File: config.mk
export PLATFORM = sky130hd
export DESIGN_NAME = hw_control_unit
export DESIGN_NICKNAME = d
export VERILOG_FILES = /design/src/rtl/hw_control_unit.sv
export SDC_FILE = /design/constraint.sdc
export NUM_CORES = 1
export LEC_CHECK = 0
export CAP_MARGIN = 20
export CORE_MARGIN = 5
export CORE_UTILIZATION = 37
export CTS_CLUSTER_DIAMETER = 80
export DETAILED_ROUTE_END_ITERATION = 8
export GPL_TIMING_DRIVEN = 0
export PLACE_DENSITY = 0.76
export SYNTH_ARGS = -nofsm -noshare
export SYNTH_HDL_FRONTEND = slang
export SYNTH_SLANG_ARGS = --single-unit
File: constraint.sdc
create_clock -name clk -period 2.6 [get_ports clk]
set_clock_uncertainty 0.2 [all_clocks]
set_input_delay 0.52 -clock clk [delete_from_list [all_inputs] [get_ports clk]]
set_output_delay 0.52 -clock clk [all_outputs]
set_load 0.01 [all_outputs]
File: src/rtl/hw_control_unit.sv
// Hardwired control unit for the accumulator CPU: decodes SC, R, IR opcode and
// datapath status into register/memory strobes, a bus-select code and ALU op.
module hw_control_unit #(
  parameter int SC_WIDTH   = 3,
  parameter bit MEM_WAIT   = 1'b1,
  parameter bit INT_ENABLE = 1'b1
) (
  input  logic                   clk,
  input  logic                   rst_n,
  input  logic [3:0]             instruction,
  input  logic                   mem_ready,
  input  logic                   dr_zero,
  input  logic                   int_req,
  input  logic                   int_en,
  output logic [23:0]            reg_mem_ctrl,
  output logic [2:0]             bus_ctrl,
  output logic [1:0]             alu_op,
  output logic [2**SC_WIDTH-1:0] t,
  output logic                   int_ack,
  output logic                   halted,
  output logic                   sc_err
);

  localparam int T_W = 2**SC_WIDTH;
  localparam logic [SC_WIDTH-1:0] SC_MAX = '1;

  localparam int AR_LD  = 3;
  localparam int AR_INC = 4;
  localparam int AR_CLR = 5;
  localparam int PC_LD  = 6;
  localparam int PC_INC = 7;
  localparam int PC_CLR = 8;
  localparam int DR_LD  = 9;
  localparam int DR_INC = 10;
  localparam int AC_LD  = 12;
  localparam int IR_LD  = 15;
  localparam int TR_LD  = 18;
  localparam int MEM_RD = 21;
  localparam int MEM_WR = 22;

  localparam logic [23:0] MEM_MASK = (24'd1 << MEM_RD) | (24'd1 << MEM_WR);

  localparam logic [2:0] BUS_NONE = 3'd0;
  localparam logic [2:0] BUS_AR   = 3'd1;
  localparam logic [2:0] BUS_PC   = 3'd2;
  localparam logic [2:0] BUS_DR   = 3'd3;
  localparam logic [2:0] BUS_AC   = 3'd4;
  localparam logic [2:0] BUS_IR   = 3'd5;
  localparam logic [2:0] BUS_TR   = 3'd6;
  localparam logic [2:0] BUS_MEM  = 3'd7;

  logic [SC_WIDTH-1:0] sc_reg, sc_next;
  logic                r_reg, r_next;
  logic                halted_reg, halted_next;
  logic                sc_err_reg, sc_err_next;

  logic [T_W-1:0] t_dec;
  logic [7:0]     d;
  logic           ind;

  logic [23:0] raw_ctrl;
  logic [2:0]  raw_bus;
  logic [1:0]  raw_alu;
  logic        clear_step;
  logic        halt_step;
  logic        ack_step;
  logic        stall;

  assign ind = instruction[3];

  genvar gi;
  generate
    for (gi = 0; gi < T_W; gi++) begin : g_t_dec
      assign t_dec[gi] = (sc_reg == SC_WIDTH'(gi));
    end
    for (gi = 0; gi < 8; gi++) begin : g_op_dec
      assign d[gi] = (instruction[2:0] == 3'(gi));
    end
  endgenerate

  // State register
  always_ff @(posedge clk or negedge rst_n) begin
    if (!rst_n) begin
      sc_reg     <= '0;
      r_reg      <= 1'b0;
      halted_reg <= 1'b0;
      sc_err_reg <= 1'b0;
    end else begin
      sc_reg     <= sc_next;
      r_reg      <= r_next;
      halted_reg <= halted_next;
      sc_err_reg <= sc_err_next;
    end
  end

  // Next-state: a stalled or halted step leaves every piece of state untouched
  always_comb begin
    sc_next     = sc_reg;
    r_next      = r_reg;
    halted_next = halted_reg;
    sc_err_next = sc_err_reg;
    if (!halted_reg && !stall) begin
      if (halt_step) begin
        halted_next = 1'b1;
      end else if (clear_step) begin
        sc_next = '0;
        if (r_reg)
          r_next = 1'b0;
        else if (INT_ENABLE && int_en && int_req)
          r_next = 1'b1;
      end else begin
        sc_next = sc_reg + SC_WIDTH'(1);
        if (sc_reg == SC_MAX)
          sc_err_next = 1'b1;
      end
    end
  end

  // Output decode
  always_comb begin
    raw_ctrl   = '0;
    raw_bus    = BUS_NONE;
    raw_alu    = 2'd0;
    clear_step = 1'b0;
    halt_step  = 1'b0;
    ack_step   = 1'b0;
    if (halted_reg) begin
      raw_bus = BUS_NONE;
    end else if (r_reg) begin
      if (t_dec[0]) begin
        raw_ctrl[AR_CLR] = 1'b1;
        raw_ctrl[TR_LD]  = 1'b1;
        raw_bus          = BUS_PC;
      end else if (t_dec[1]) begin
        raw_ctrl[MEM_WR] = 1'b1;
        raw_ctrl[PC_CLR] = 1'b1;
        raw_bus          = BUS_TR;
      end else if (t_dec[2]) begin
        raw_ctrl[PC_INC] = 1'b1;
        ack_step         = 1'b1;
        clear_step       = 1'b1;
      end
    end else begin
      if (t_dec[0]) begin
        raw_ctrl[AR_LD] = 1'b1;
        raw_bus         = BUS_PC;
      end else if (t_dec[1]) begin
        raw_ctrl[MEM_RD] = 1'b1;
        raw_ctrl[IR_LD]  = 1'b1;
        raw_ctrl[PC_INC] = 1'b1;
        raw_bus          = BUS_MEM;
      end else if (t_dec[2]) begin
        raw_ctrl[AR_LD] = 1'b1;
        raw_bus         = BUS_IR;
      end else if (t_dec[3]) begin
        if (d[7]) begin
          if (ind)
            clear_step = 1'b1;
          else
            halt_step = 1'b1;
        end else if (ind) begin
          raw_ctrl[MEM_RD] = 1'b1;
          raw_ctrl[AR_LD]  = 1'b1;
          raw_bus          = BUS_MEM;
        end
      end else if (t_dec[4]) begin
        if (d[0] || d[1] || d[2] || d[6]) begin
          raw_ctrl[MEM_RD] = 1'b1;
          raw_ctrl[DR_LD]  = 1'b1;
          raw_bus          = BUS_MEM;
        end else if (d[3]) begin
          raw_ctrl[MEM_WR] = 1'b1;
          raw_bus          = BUS_AC;
          clear_step       = 1'b1;
        end else if (d[4]) begin
          raw_ctrl[PC_LD] = 1'b1;
          raw_bus         = BUS_AR;
          clear_step      = 1'b1;
        end else if (d[5]) begin
          raw_ctrl[MEM_WR] = 1'b1;
          raw_ctrl[AR_INC] = 1'b1;
          raw_bus          = BUS_PC;
        end
      end else if (t_dec[5]) begin
        if (d[0] || d[1] || d[2]) begin
          raw_ctrl[AC_LD] = 1'b1;
          raw_alu         = d[2] ? 2'd2 : (d[1] ? 2'd1 : 2'd0);
          clear_step      = 1'b1;
        end else if (d[5]) begin
          raw_ctrl[PC_LD] = 1'b1;
          raw_bus         = BUS_AR;
          clear_step      = 1'b1;
        end else if (d[6]) begin
          raw_ctrl[DR_INC] = 1'b1;
        end
      end else if (t_dec[6]) begin
        if (d[6]) begin
          raw_ctrl[MEM_WR] = 1'b1;
          raw_ctrl[PC_INC] = dr_zero;
          raw_bus          = BUS_DR;
          clear_step       = 1'b1;
        end
      end
    end

    // A waiting memory step keeps its bus and read/write but drops every other strobe
    stall = MEM_WAIT && ((raw_ctrl & MEM_MASK) != '0) && !mem_ready;

    reg_mem_ctrl = '0;
    bus_ctrl     = BUS_NONE;
    alu_op       = 2'd0;
    int_ack      = 1'b0;
    if (rst_n) begin
      reg_mem_ctrl = stall ? (raw_ctrl & MEM_MASK) : raw_ctrl;
      bus_ctrl     = raw_bus;
      alu_op       = stall ? 2'd0 : raw_alu;
      int_ack      = INT_ENABLE && ack_step;
    end
  end

  assign t      = t_dec;
  assign halted = halted_reg;
  assign sc_err = sc_err_reg;

endmodule

==> results.md <==
- Status: finished, violations left
- Failing checks: setup timing
- IO Port Bufs: 38
- Critical Path Fanout Max: 7
- CTS root buf: clkbuf_4
- NetSw: 1.10 mW
- Vias per cell: 5.66
- Layout cells sized above 1: 54.0%
- Peak Freq: 319 MHz
- Layout Nets: 257
- Area Growth Syn to Fin: 95.7%
- Share of the synthesized area in the top cell type: 13.9%
- Final hold vios: 0
- Clock buffer count from CTS: 3
- Max FFs per register: 3
- Largest delay contributor family on the critical path: buffers and inverters
- Hold WC Path Type: input pin to asynchronous set/reset pin
- Post-DP Area: 0.00160 mm²
- PnR worst setup slack: -0.538 ns
- Placer congestion estimate: 0.918
- Critical Path Sink Type: output pin
- Die footprint: 0.00409 mm²
- Startpoint type of the worst setup path: flip-flop
- Largest family of logic cells by synthesized area: simple AND/OR/NAND/NOR gates
- Synth cell count leaders: nor2_1 (16), buf_4 (12), inv_1 (9), nand2_1 (9), o21ai_0 (9)
- Mapped Cells: 150
- Number of DRC markers in iteration 0: 192
- Core Util, Final: 75.9%
- CTS H-tree lvls: 1
- Number of global-route vias before repair: 1486
- Post-synth EDFFs: 0
- Tot GR Track Use: 20.2%
- First-pass GRT wire length: 6.83 mm
- Pwr/cell area: 1100 mW/mm²
- Area leader, netlist: dfrtp_1
- DRC viols: 0
- Finished Layout Cells: 270
- Asr flop ratio synth: 100%
- Leakage: 0.995 nW
- Max-Cap Viols: 0
- Synthesized-area fraction occupied by and/or/nand/nor cells: 34.3%
- Area fraction in compound gates after synthesis: 26.3%
- Post-CTS Hold Fix Bufs: 0
- Area contributors post-synth: dfrtp_1 (14%), buf_4 (8.4%), ha_1 (7.0%), nor2_1 (5.6%), o21ai_0 (4.2%)
- Net Sw Frac: 47.2%
- Synth Cell Area: 0.00108 mm²
- Antenna violations before repair: 0
- Gr ovfl total: 0
- Mux cell area share after synthesis: 2.78%
- Core Area: 0.00278 mm²
- Final setup fails: 15
- Die width: 64.0 µm
- Max clock buf depth: 2
- Yosys cell types: 47
- Via count: 1528
- Antenna Violating Nets Remaining: 0
- Post-route clock period utilization: 121%
- RSZ-0062 raised after global routing: yes
- Delay of the slowest cell on the worst path: 0.40 ns
- Post-Syn Area per Cell: 7.19 µm²
- Initial DRT Pass Iterations: 4
- Max-slew violations: 0
- Comb pwr share: 88.1%
- Total number of yosys warnings: 0
- Synth Area in XOR/XNOR: 0.812%
- Worst-skew pair later-pin latency: 0.25 ns
- WL final: 4.91 mm
- Fin crit period: 3.14 ns
- Reg clk slew, reported paths: 0.05 ns
- Crit path arrival time: 2.42 ns
- I/O pins: 50
- Setup CP Type: flip-flop to output pin
- Flop pwr share: 8.0%
- Post-route cell area: 0.00211 mm²
- Initial Util: 38.8%
- Slowest cell on the critical path: dfrtp_1
- Post-synth top flop: dfrtp_1
- Peak VDD IR: 913 µV
- Cells along the critical path: inv_2, ha_4, buf_6, nor3_4, or2_4, a32oi_2, o211ai_1, buf_4, a2111oi_4, buf_2
- Adder-cell share of the synthesized area: 6.96%
- Largest net degree at the start of global routing: 11
- Register area share after synthesis: 13.9%
- Worst Path Required: 1.88 ns
- Die span in y: 64.0 µm
- CTS Sinks: 6
- FF+latch count, synth: 6
- Critical path buffers and inverters: 4
- N_diodes: 0
- Clock share of power: 3.9%
- # rows: 19
- Post-detail-place hpwl: 2.60 mm
- Count leader, synth: nor2_1
- Wire per inst: 18.2 µm
- CTS tree: built
- Internal: 1.23 mW
- Placed insts: 229
-- path summary, 6_finish.rpt --
path,from,end,slack [ns],cells past startpoint
setup / recovery,sc_reg[1]$_DFFE_PN0P_,reg_mem_ctrl[6],-0.54,10
hold / removal,rst_n,halted$_DFFE_PN0P_,0.007,1
setup reg to reg,sc_reg[1]$_DFFE_PN0P_,r_reg$_DFFE_PN0P_,0.10,9
hold reg to reg,sc_err$_DFFE_PN0P_,sc_err$_DFFE_PN0P_,0.28,1
max in group asynchronous,rst_n,sc_reg[0]$_DFFE_PN0P_,2.01,1
min in group clk,sc_err$_DFFE_PN0P_,sc_err$_DFFE_PN0P_,0.28,1
-- kinds of logic after synthesis --
group | count (synthesis)
flip-flops | 6
other | 1
AND/OR/NAND/NOR | 65
multiplexers | 3
AO/OA/AOI/OAI | 40
buffers and inverters | 28
XOR/XNOR | 1
adder cells (fa/ha/maj) | 6
-- per-stage QoR --
| step | TNS [ns] | setup WS [ns] | total power [mW] | hold slack, ns |
|---|---|---|---|---|
| 2_1_floorplan | -0.335 | -0.0860 | 0.987 | 0.0244 |
| 3_3_place_gp | -15.88 | -1.27 | 1.37 | 0.267 |
| 3_5_place_dp | -16.77 | -1.29 | 1.40 | 0.271 |
| 4_1_cts | -4.07 | -0.411 | 1.88 | 0.0144 |
| 5_1_grt | -6.62 | -0.666 | 2.44 | 0.0113 |
| 6_report | -4.96 | -0.538 | 2.32 | 0.00748 |
-- cell usage in the layout, fill, tap and decap left out, types with 4 or more instances in the layout --
master and instances:
a21oi_2 5, buf_2 17, buf_4 45, buf_6 8
clkdlybuf4s50_1 11, conb_1 11, dfrtp_1 6, dlygate4sd2_1 6
ha_4 4, inv_1 4, nand2_1 6, nor2_1 13
o211ai_1 4, o21ai_0 5, o21ai_1 5
-- power groups by stage --
stage               Clock, mW  Combinational [mW]  Sequential [mW]
floorplan                   0               0.804            0.183
global placement            0                1.18            0.185
detailed placement          0                1.21            0.188
CTS                    0.0892                1.61            0.183
global route           0.0989                2.15            0.193
finish                 0.0900                2.04            0.187
-- area by class of cell --
| class | count | area (µm²) |
|---|---|---|
| Multi-Input combinational cell | 126 | 1080 |
| Fill cell | 180 | 671 |
| Tap cell | 31 | 38.8 |
| Clock buffer | 3 | 22.5 |
| Buffer | 19 | 161 |
| Inverter | 9 | 38.8 |
| Sequential cell | 6 | 150 |
| Timing Repair Buffer | 76 | 621 |
-- per-layer routing --
layer	GRT usage, %	up-vias	wire, µm
met1	21.9	713	1900
li1	-	702	-
met2	36.6	95	2510
met5	0	-	0
met3	4.55	18	324
met4	9.61	0	174
-- timing repair --
item,CTS,global route
setup endpoints to repair,21,24
gates resized for setup,118,27
setup buffers,25,16
pin swaps,17,22
hold endpoints to repair,0,0
-- worst reg2reg max path, stage by stage, from the launching register on --
cell      delay [ns]
dfrtp_1         0.40
inv_2           0.13
buf_12          0.11
ha_4            0.18
buf_4           0.14
or3b_1          0.36
a211oi_2        0.27
o31ai_4         0.09
or4_1           0.42
o21ai_2         0.12
Note: power is estimated with default switching activity, not from simulation.
